**config.mk**
```make
export PLATFORM = sky130hd
export DESIGN_NAME = uart_rx_deframer
export DESIGN_NICKNAME = d
export VERILOG_FILES = /design/src/rtl/uart_pkg.sv /design/src/rtl/uart_rx_sampler.sv /design/src/rtl/uart_rx_deframer.sv
export SDC_FILE = /design/constraint.sdc
export NUM_CORES = 1
export LEC_CHECK = 0
export BUFFER_PORTS_ARGS = -buffer_cell sky130_fd_sc_hd__buf_2
export CORE_UTILIZATION = 61
export DETAILED_ROUTE_END_ITERATION = 7
export GPL_ROUTABILITY_DRIVEN = 0
export PLACE_DENSITY_LB_ADDON = 0.15
export SETUP_SLACK_MARGIN = 0.5
export SLEW_MARGIN = 20
export SYNTH_ARGS = -nofsm -noshare
export SYNTH_HDL_FRONTEND = slang
export SYNTH_SLANG_ARGS = --single-unit
```
**constraint.sdc**
```tcl
create_clock -name CLK -period 2.6 [get_ports CLK]
set_input_delay 0.78 -clock CLK [delete_from_list [all_inputs] [get_ports CLK]]
set_output_delay 0.78 -clock CLK [all_outputs]
set_load 0.03 [all_outputs]
```
**src/rtl/uart_pkg.sv**
```systemverilog
// uart_pkg: types and helpers shared by the UART receive and transmit paths.
//   rx_state_e - receive deframer FSM states
//   PAR_EVEN / PAR_ODD - encodings of the PAR_TYP input
//   par_calc   - parity bit the transmitter appends for a given word and type
package uart_pkg;

  typedef enum logic [2:0] {
    IDLE   = 3'd0,
    START  = 3'd1,
    DATA   = 3'd2,
    PARITY = 3'd3,
    STOP   = 3'd4
  } rx_state_e;

  localparam logic PAR_EVEN = 1'b0;
  localparam logic PAR_ODD  = 1'b1;

  // Widest payload par_calc accepts; narrower words are zero-extended,
  // which leaves the XOR reduction unchanged.
  localparam int unsigned UART_PAR_W = 32;

  // Expected parity bit: even -> ^data, odd -> ~^data.
  function automatic logic par_calc(input logic [UART_PAR_W-1:0] data,
                                    input logic                  typ);
    return (^data) ^ (typ == PAR_ODD);
  endfunction

endpackage

```
**src/rtl/uart_rx_sampler.sv**
```systemverilog
// uart_rx_sampler: synchronises RX_IN, tracks the position inside a bit and
// decides each bit value.
//   CLK, RST      clock, synchronous active-high reset
//   RX_IN         asynchronous serial line (idle high)
//   i_start       load the bit counter for a new frame (falling edge taken)
//   i_run         frame in progress; counter free-runs, else held at 0
//   o_fall        1->0 transition on the synchronised line
//   o_bit_val     decided value of the current bit
//   o_bit_strobe  o_bit_val is valid this cycle
//   o_bit_end     last clock of the current bit
// Build option: UART_RX_MAJORITY_VOTE_EN selects a 2-of-3 vote over the
// samples at PRESCALE/2-1, PRESCALE/2, PRESCALE/2+1 (decision one cycle
// later); otherwise a single sample at PRESCALE/2 is used.
module uart_rx_sampler #(
  parameter int unsigned PRESCALE = 8
) (
  input  logic CLK,
  input  logic RST,
  input  logic RX_IN,
  input  logic i_start,
  input  logic i_run,
  output logic o_fall,
  output logic o_bit_val,
  output logic o_bit_strobe,
  output logic o_bit_end
);

  localparam int unsigned CNT_W = $clog2(PRESCALE);

  logic             r_rx_meta;
  logic             r_rx_s;
  logic             r_rx_s_d;
  logic [CNT_W-1:0] r_edge_cnt;

  // Synchroniser plus edge-detect flop; reset to the idle-high line level.
  always_ff @(posedge CLK) begin
    if (RST) begin
      r_rx_meta <= 1'b1;
      r_rx_s    <= 1'b1;
      r_rx_s_d  <= 1'b1;
    end else begin
      r_rx_meta <= RX_IN;
      r_rx_s    <= r_rx_meta;
      r_rx_s_d  <= r_rx_s;
    end
  end

  // The edge-detect cycle is clock 0 of the start bit, so the counter is
  // loaded with 1 to keep edge_cnt aligned with the position inside the bit.
  always_ff @(posedge CLK) begin
    if (RST) begin
      r_edge_cnt <= '0;
    end else if (i_start) begin
      r_edge_cnt <= CNT_W'(1);
    end else if (i_run) begin
      if (r_edge_cnt == CNT_W'(PRESCALE - 1)) begin
        r_edge_cnt <= '0;
      end else begin
        r_edge_cnt <= r_edge_cnt + CNT_W'(1);
      end
    end else begin
      r_edge_cnt <= '0;
    end
  end

  assign o_fall    = r_rx_s_d & ~r_rx_s;
  assign o_bit_end = i_run && (r_edge_cnt == CNT_W'(PRESCALE - 1));

`ifdef UART_RX_MAJORITY_VOTE_EN
  logic r_smp_a;
  logic r_smp_b;

  // Hold the two earlier samples; the third is the live line at the strobe.
  always_ff @(posedge CLK) begin
    if (RST) begin
      r_smp_a <= 1'b1;
      r_smp_b <= 1'b1;
    end else begin
      if (r_edge_cnt == CNT_W'(PRESCALE / 2 - 1)) r_smp_a <= r_rx_s;
      if (r_edge_cnt == CNT_W'(PRESCALE / 2))     r_smp_b <= r_rx_s;
    end
  end

  assign o_bit_strobe = i_run && (r_edge_cnt == CNT_W'(PRESCALE / 2 + 1));
  assign o_bit_val    = (r_smp_a & r_smp_b) | (r_smp_a & r_rx_s) | (r_smp_b & r_rx_s);
`else
  assign o_bit_strobe = i_run && (r_edge_cnt == CNT_W'(PRESCALE / 2));
  assign o_bit_val    = r_rx_s;
`endif

endmodule

```
**src/rtl/uart_rx_deframer.sv**
```systemverilog
// uart_rx_deframer: UART receiver. Rebuilds start / DATA_WIDTH data bits
// (LSB first) / optional parity / stop frames from the oversampled line.
//   CLK, RST    clock, synchronous active-high reset
//   RX_IN       serial line, idle high, asynchronous to CLK
//   PAR_EN      parity bit present (latched at start detection)
//   PAR_TYP     0 = even, 1 = odd (latched at start detection)
//   P_DATA      last good received word, held until the next good frame
//   Data_valid  1-cycle pulse, P_DATA updated
//   par_err     1-cycle pulse, parity mismatch with a good stop bit
//   stp_err     1-cycle pulse, stop bit sampled low
// Build option: UART_RX_MAJORITY_VOTE_EN (see uart_rx_sampler).
module uart_rx_deframer
  import uart_pkg::*;
#(
  parameter int unsigned PRESCALE   = 8,
  parameter int unsigned DATA_WIDTH = 8
) (
  input  logic                  CLK,
  input  logic                  RST,
  input  logic                  RX_IN,
  input  logic                  PAR_EN,
  input  logic                  PAR_TYP,
  output logic [DATA_WIDTH-1:0] P_DATA,
  output logic                  Data_valid,
  output logic                  par_err,
  output logic                  stp_err
);

  localparam int unsigned BCNT_W = $clog2(DATA_WIDTH + 1);

  rx_state_e             r_state;
  rx_state_e             w_state_nxt;
  logic [DATA_WIDTH-1:0] r_shreg;
  logic [BCNT_W-1:0]     r_bit_cnt;
  logic                  r_par_en;
  logic                  r_par_typ;
  logic                  r_par_bad;
  logic [DATA_WIDTH-1:0] r_p_data;
  logic                  r_data_valid;
  logic                  r_par_err;
  logic                  r_stp_err;

  logic w_fall;
  logic w_bit_val;
  logic w_bit_strobe;
  logic w_bit_end;
  logic w_start;
  logic w_run;
  logic w_dv_nxt;
  logic w_pe_nxt;
  logic w_se_nxt;

  uart_rx_sampler #(
    .PRESCALE(PRESCALE)
  ) u_sampler (
    .CLK         (CLK),
    .RST         (RST),
    .RX_IN       (RX_IN),
    .i_start     (w_start),
    .i_run       (w_run),
    .o_fall      (w_fall),
    .o_bit_val   (w_bit_val),
    .o_bit_strobe(w_bit_strobe),
    .o_bit_end   (w_bit_end)
  );

  // State register.
  always_ff @(posedge CLK) begin
    if (RST) r_state <= IDLE;
    else     r_state <= w_state_nxt;
  end

  // Next-state logic. STOP leaves at the sample point so a start bit that
  // follows with no idle gap is still seen as a fresh falling edge.
  always_comb begin
    w_state_nxt = r_state;
    unique case (r_state)
      IDLE:   if (w_fall) w_state_nxt = START;
      START: begin
        if (w_bit_strobe && w_bit_val) w_state_nxt = IDLE;
        else if (w_bit_end)            w_state_nxt = DATA;
      end
      DATA: begin
        if (w_bit_end && (r_bit_cnt == BCNT_W'(DATA_WIDTH))) begin
          w_state_nxt = r_par_en ? PARITY : STOP;
        end
      end
      PARITY: if (w_bit_end) w_state_nxt = STOP;
      STOP:   if (w_bit_strobe) w_state_nxt = IDLE;
      default: w_state_nxt = IDLE;
    endcase
  end

  // Output/control decode; at most one of the three result pulses per frame.
  always_comb begin
    w_start  = 1'b0;
    w_run    = 1'b0;
    w_dv_nxt = 1'b0;
    w_pe_nxt = 1'b0;
    w_se_nxt = 1'b0;
    w_start  = (r_state == IDLE) && w_fall;
    w_run    = (r_state != IDLE);
    if ((r_state == STOP) && w_bit_strobe) begin
      w_dv_nxt =  w_bit_val && !r_par_bad;
      w_pe_nxt =  w_bit_val &&  r_par_bad;
      w_se_nxt = !w_bit_val;
    end
  end

  // Frame datapath: parity config, shift register, bit count, parity flag.
  always_ff @(posedge CLK) begin
    if (RST) begin
      r_shreg   <= '0;
      r_bit_cnt <= '0;
      r_par_en  <= 1'b0;
      r_par_typ <= PAR_EVEN;
      r_par_bad <= 1'b0;
    end else begin
      if (w_start) begin
        r_bit_cnt <= '0;
        r_par_en  <= PAR_EN;
        r_par_typ <= PAR_TYP;
        r_par_bad <= 1'b0;
      end
      // Shifting in from the top leaves the first (LSB) bit at index 0.
      if ((r_state == DATA) && w_bit_strobe) begin
        r_shreg   <= {w_bit_val, r_shreg[DATA_WIDTH-1:1]};
        r_bit_cnt <= r_bit_cnt + BCNT_W'(1);
      end
      if ((r_state == PARITY) && w_bit_strobe) begin
        r_par_bad <= (w_bit_val != par_calc(UART_PAR_W'(r_shreg), r_par_typ));
      end
    end
  end

  // Registered outputs.
  always_ff @(posedge CLK) begin
    if (RST) begin
      r_p_data     <= '0;
      r_data_valid <= 1'b0;
      r_par_err    <= 1'b0;
      r_stp_err    <= 1'b0;
    end else begin
      r_data_valid <= w_dv_nxt;
      r_par_err    <= w_pe_nxt;
      r_stp_err    <= w_se_nxt;
      if (w_dv_nxt) r_p_data <= r_shreg;
    end
  end

  assign P_DATA     = r_p_data;
  assign Data_valid = r_data_valid;
  assign par_err    = r_par_err;
  assign stp_err    = r_stp_err;

endmodule
```
==> impl_results.md <==
* Status: completed
* TritonCTS clock tree: done
* MaxCap Viol Count at 0
* Fillcell total at 163
* Period minus WS final at 1690 ps
* Pint at 767 µW
* Synth-to-layout area growth at 10.4%
* Clk pwr share at 31.8%
* Clock skew at 8.70 ps
* Period utilization at 65.0%
* Final setup violation count at 0
* RSZ-0062 raised after global routing: false
* Kind of critical path: flip-flop to flip-flop
* Hold path depth at 1
* Most common cell after layout, fill and taps aside: dfxtp_1
* Total negative slack at 0 ps
* Via count at 1077
* Inst Count DP at 188
* Post-Route WL at 2550 µm
* Number of DRC markers in iteration 0 at 15
* Routed wire per std cell at 13.0 µm
* Initial Utilization at 67.1%
* Synth top area share at 45.9%
* Synth warnings at 0
* Cts bufs inserted at 5
* Area after DPL at 0.00162 mm²
* Rows at 17
* Final HPWL DP at 1770 µm
* Async SR Flop Fraction at 0%
* Yosys cell types at 39
* Postcts setup bufs at 0
* Register bit total from synthesis at 35
* Hold-fix buffers at CTS at 0
* Clock tree sinks at 35
* CTS resizes at 0
* Net count, final at 177
* Leading area contributor after synthesis: dfxtp_1
* Avg Inst Size Synth at 10.2 µm²
* Worst r2r path cells at 8
* EDFF count, synth at 0
* Final hold vios at 0
* Most frequent cells in the layout: 35 x dfxtp_1, 22 x nor2_1, 20 x mux2i_1
* IR Drop Worst-Case VDD at 417 µV
* GRT overflow at 0
* Switch share at 26.1%
* Clk Latency, worst-skew pair at 340 ps
* Gr usage total at 23.3%
* Worst Setup End Kind: flip-flop
* Largest net degree at the start of global routing at 35
* Worst setup SP type: flip-flop
* Relative slew margins at 61.9%
* Hold crit path type: flip-flop to flip-flop
* Diode count at 0
* Synth Instances at 150
* Crit path required time at 2880 ps
* Post-DRT Antenna Nets at 0
* Ports at 16
* Port Buffers at 15
* Mapped Nets at 160
* Maximum clock path buffer count at 2
* H-tree levels at 2
* Vias in the first global route at 1074
* Synth area leaders: dfxtp_1 46%, mux2i_1 13%, nor2_1 5.4%
* Layout cell share with drive strength beyond 1 at 18.5%
* Die Footprint at 0.00271 mm²
* Root buf cell: clkbuf_4
* Critical path peak fanout at 13
* Die Ht at 52.0 µm
* DRC at 0
* Power per standard cell area at 615 mW/mm²
* Worst-path clk slew at 100 ps
* Non-filler cells in the finished layout at 196
* Switch Pwr at 270 µW
* Gate power share at 11.1%
* Leakage power at 0.000659 µW
* Chip width at 52.0 µm
* Initial antenna violation count at 0
* Max Fclk at 592 MHz
* Sequential share of power at 57.1%
* Pre-Repair DR Iteration Count at 4
* Synth Cell Area at 0.00153 mm²
* WP data arrival at 1970 ps
* Via density at 5.49
* Tightest Pin Transition at 571 ps
* First-pass GRT wire length at 4530 µm
* Main synth FF type: dfxtp_1
* Core area at 0.00228 mm²
* Seq/Total Area, Yosys at 45.9%
* Max Slew Vio Count at 0
* Finished Cell Area at 0.00169 mm²
## synthesized netlist by cell type (2+ instances only)
master	count
xnor2_1	6
dfxtp_1	35
clkbuf_1	4
and2_1	2
nand2b_2	2
nor3_1	3
inv_1	6
a21oi_1	4
or2_1	3
nand2_1	7
ha_1	5
mux2i_1	20
nand3b_1	2
xor2_1	2
a22oi_1	2
nor2_1	22
nor3b_1	3
## routing by layer
layer	up-vias	share of wire, %	global-route usage [%]
li1	541	-	-
met4	0	0.98	9.91
met3	5	3.9	7.89
met5	-	0	0
met2	16	49	40.0
met1	515	46	25.9
## power by group through the flow
stage / clock, µW / combinational, µW / sequential, µW
3_3_place_gp: 0 / 111 / 600
2_1_floorplan: 0 / 120 / 576
3_5_place_dp: 0 / 112 / 603
5_1_grt: 360 / 133 / 595
4_1_cts: 336 / 115 / 591
6_report: 330 / 116 / 592
## worst paths after layout
check	startpoint	to	slack (ps)
max	u_sampler.r_edge_cnt[0]$_SDFF_PP0_	r_bit_cnt[3]$_SDFFE_PP0P_	910
min reg2reg	u_sampler.r_rx_meta$_SDFF_PP1_	u_sampler.o_bit_val$_SDFF_PP1_	410
min	u_sampler.r_rx_meta$_SDFF_PP1_	u_sampler.o_bit_val$_SDFF_PP1_	410
max reg2reg	u_sampler.r_edge_cnt[0]$_SDFF_PP0_	r_bit_cnt[3]$_SDFFE_PP0P_	910
## sequential cells by signal, indices dropped and copies added, names as in the netlist, 3 cells and up
register,cells
r_bit_cnt,4
r_state,3
P_DATA,8
r_shreg,8
u_sampler.r_edge_cnt,3
## logic make-up (layout without fill, tap and decap cells)
kind of cell,count (synthesis),after routing,share of synthesized area (%)
buf+inv,12,30,3.28
compound gates,11,11,4.75
flops,35,35,45.9
mux,22,22,14.8
xor+xnor,9,9,6.06
simple gates,56,56,21.1
fa+ha+maj,5,5,4.10
## stage by stage
step	utilization, %	total power (µW)	hold WS [ps]	setup slack, ps
after floorplan	-	696	383	1150
final	74.1	1040	411	911
after global routing	74.1	1090	447	808
after CTS	74.1	1040	417	893
after detailed placement	71.1	715	398	928
after global placement	71.1	711	391	974
## critical path, cell delays in order (launching register included)
cell	delay (ps)
dfxtp_1	340
inv_1	60
ha_1	160
nand2_1	130
nor3_4	170
buf_4	240
nand4_1	130
mux2_1	320
nor2_1	70
## area by class of cell
type	count	area, µm²	share of cell area (%)
clock buffer	8	68.8	4.08
timing repair buffer	16	82.6	4.90
multi-input combinational	103	777	46.1
sequential	35	701	41.5
inverter	6	22.5	1.34
tap	28	35.0	2.08
(Power assumes the default switching activity.)
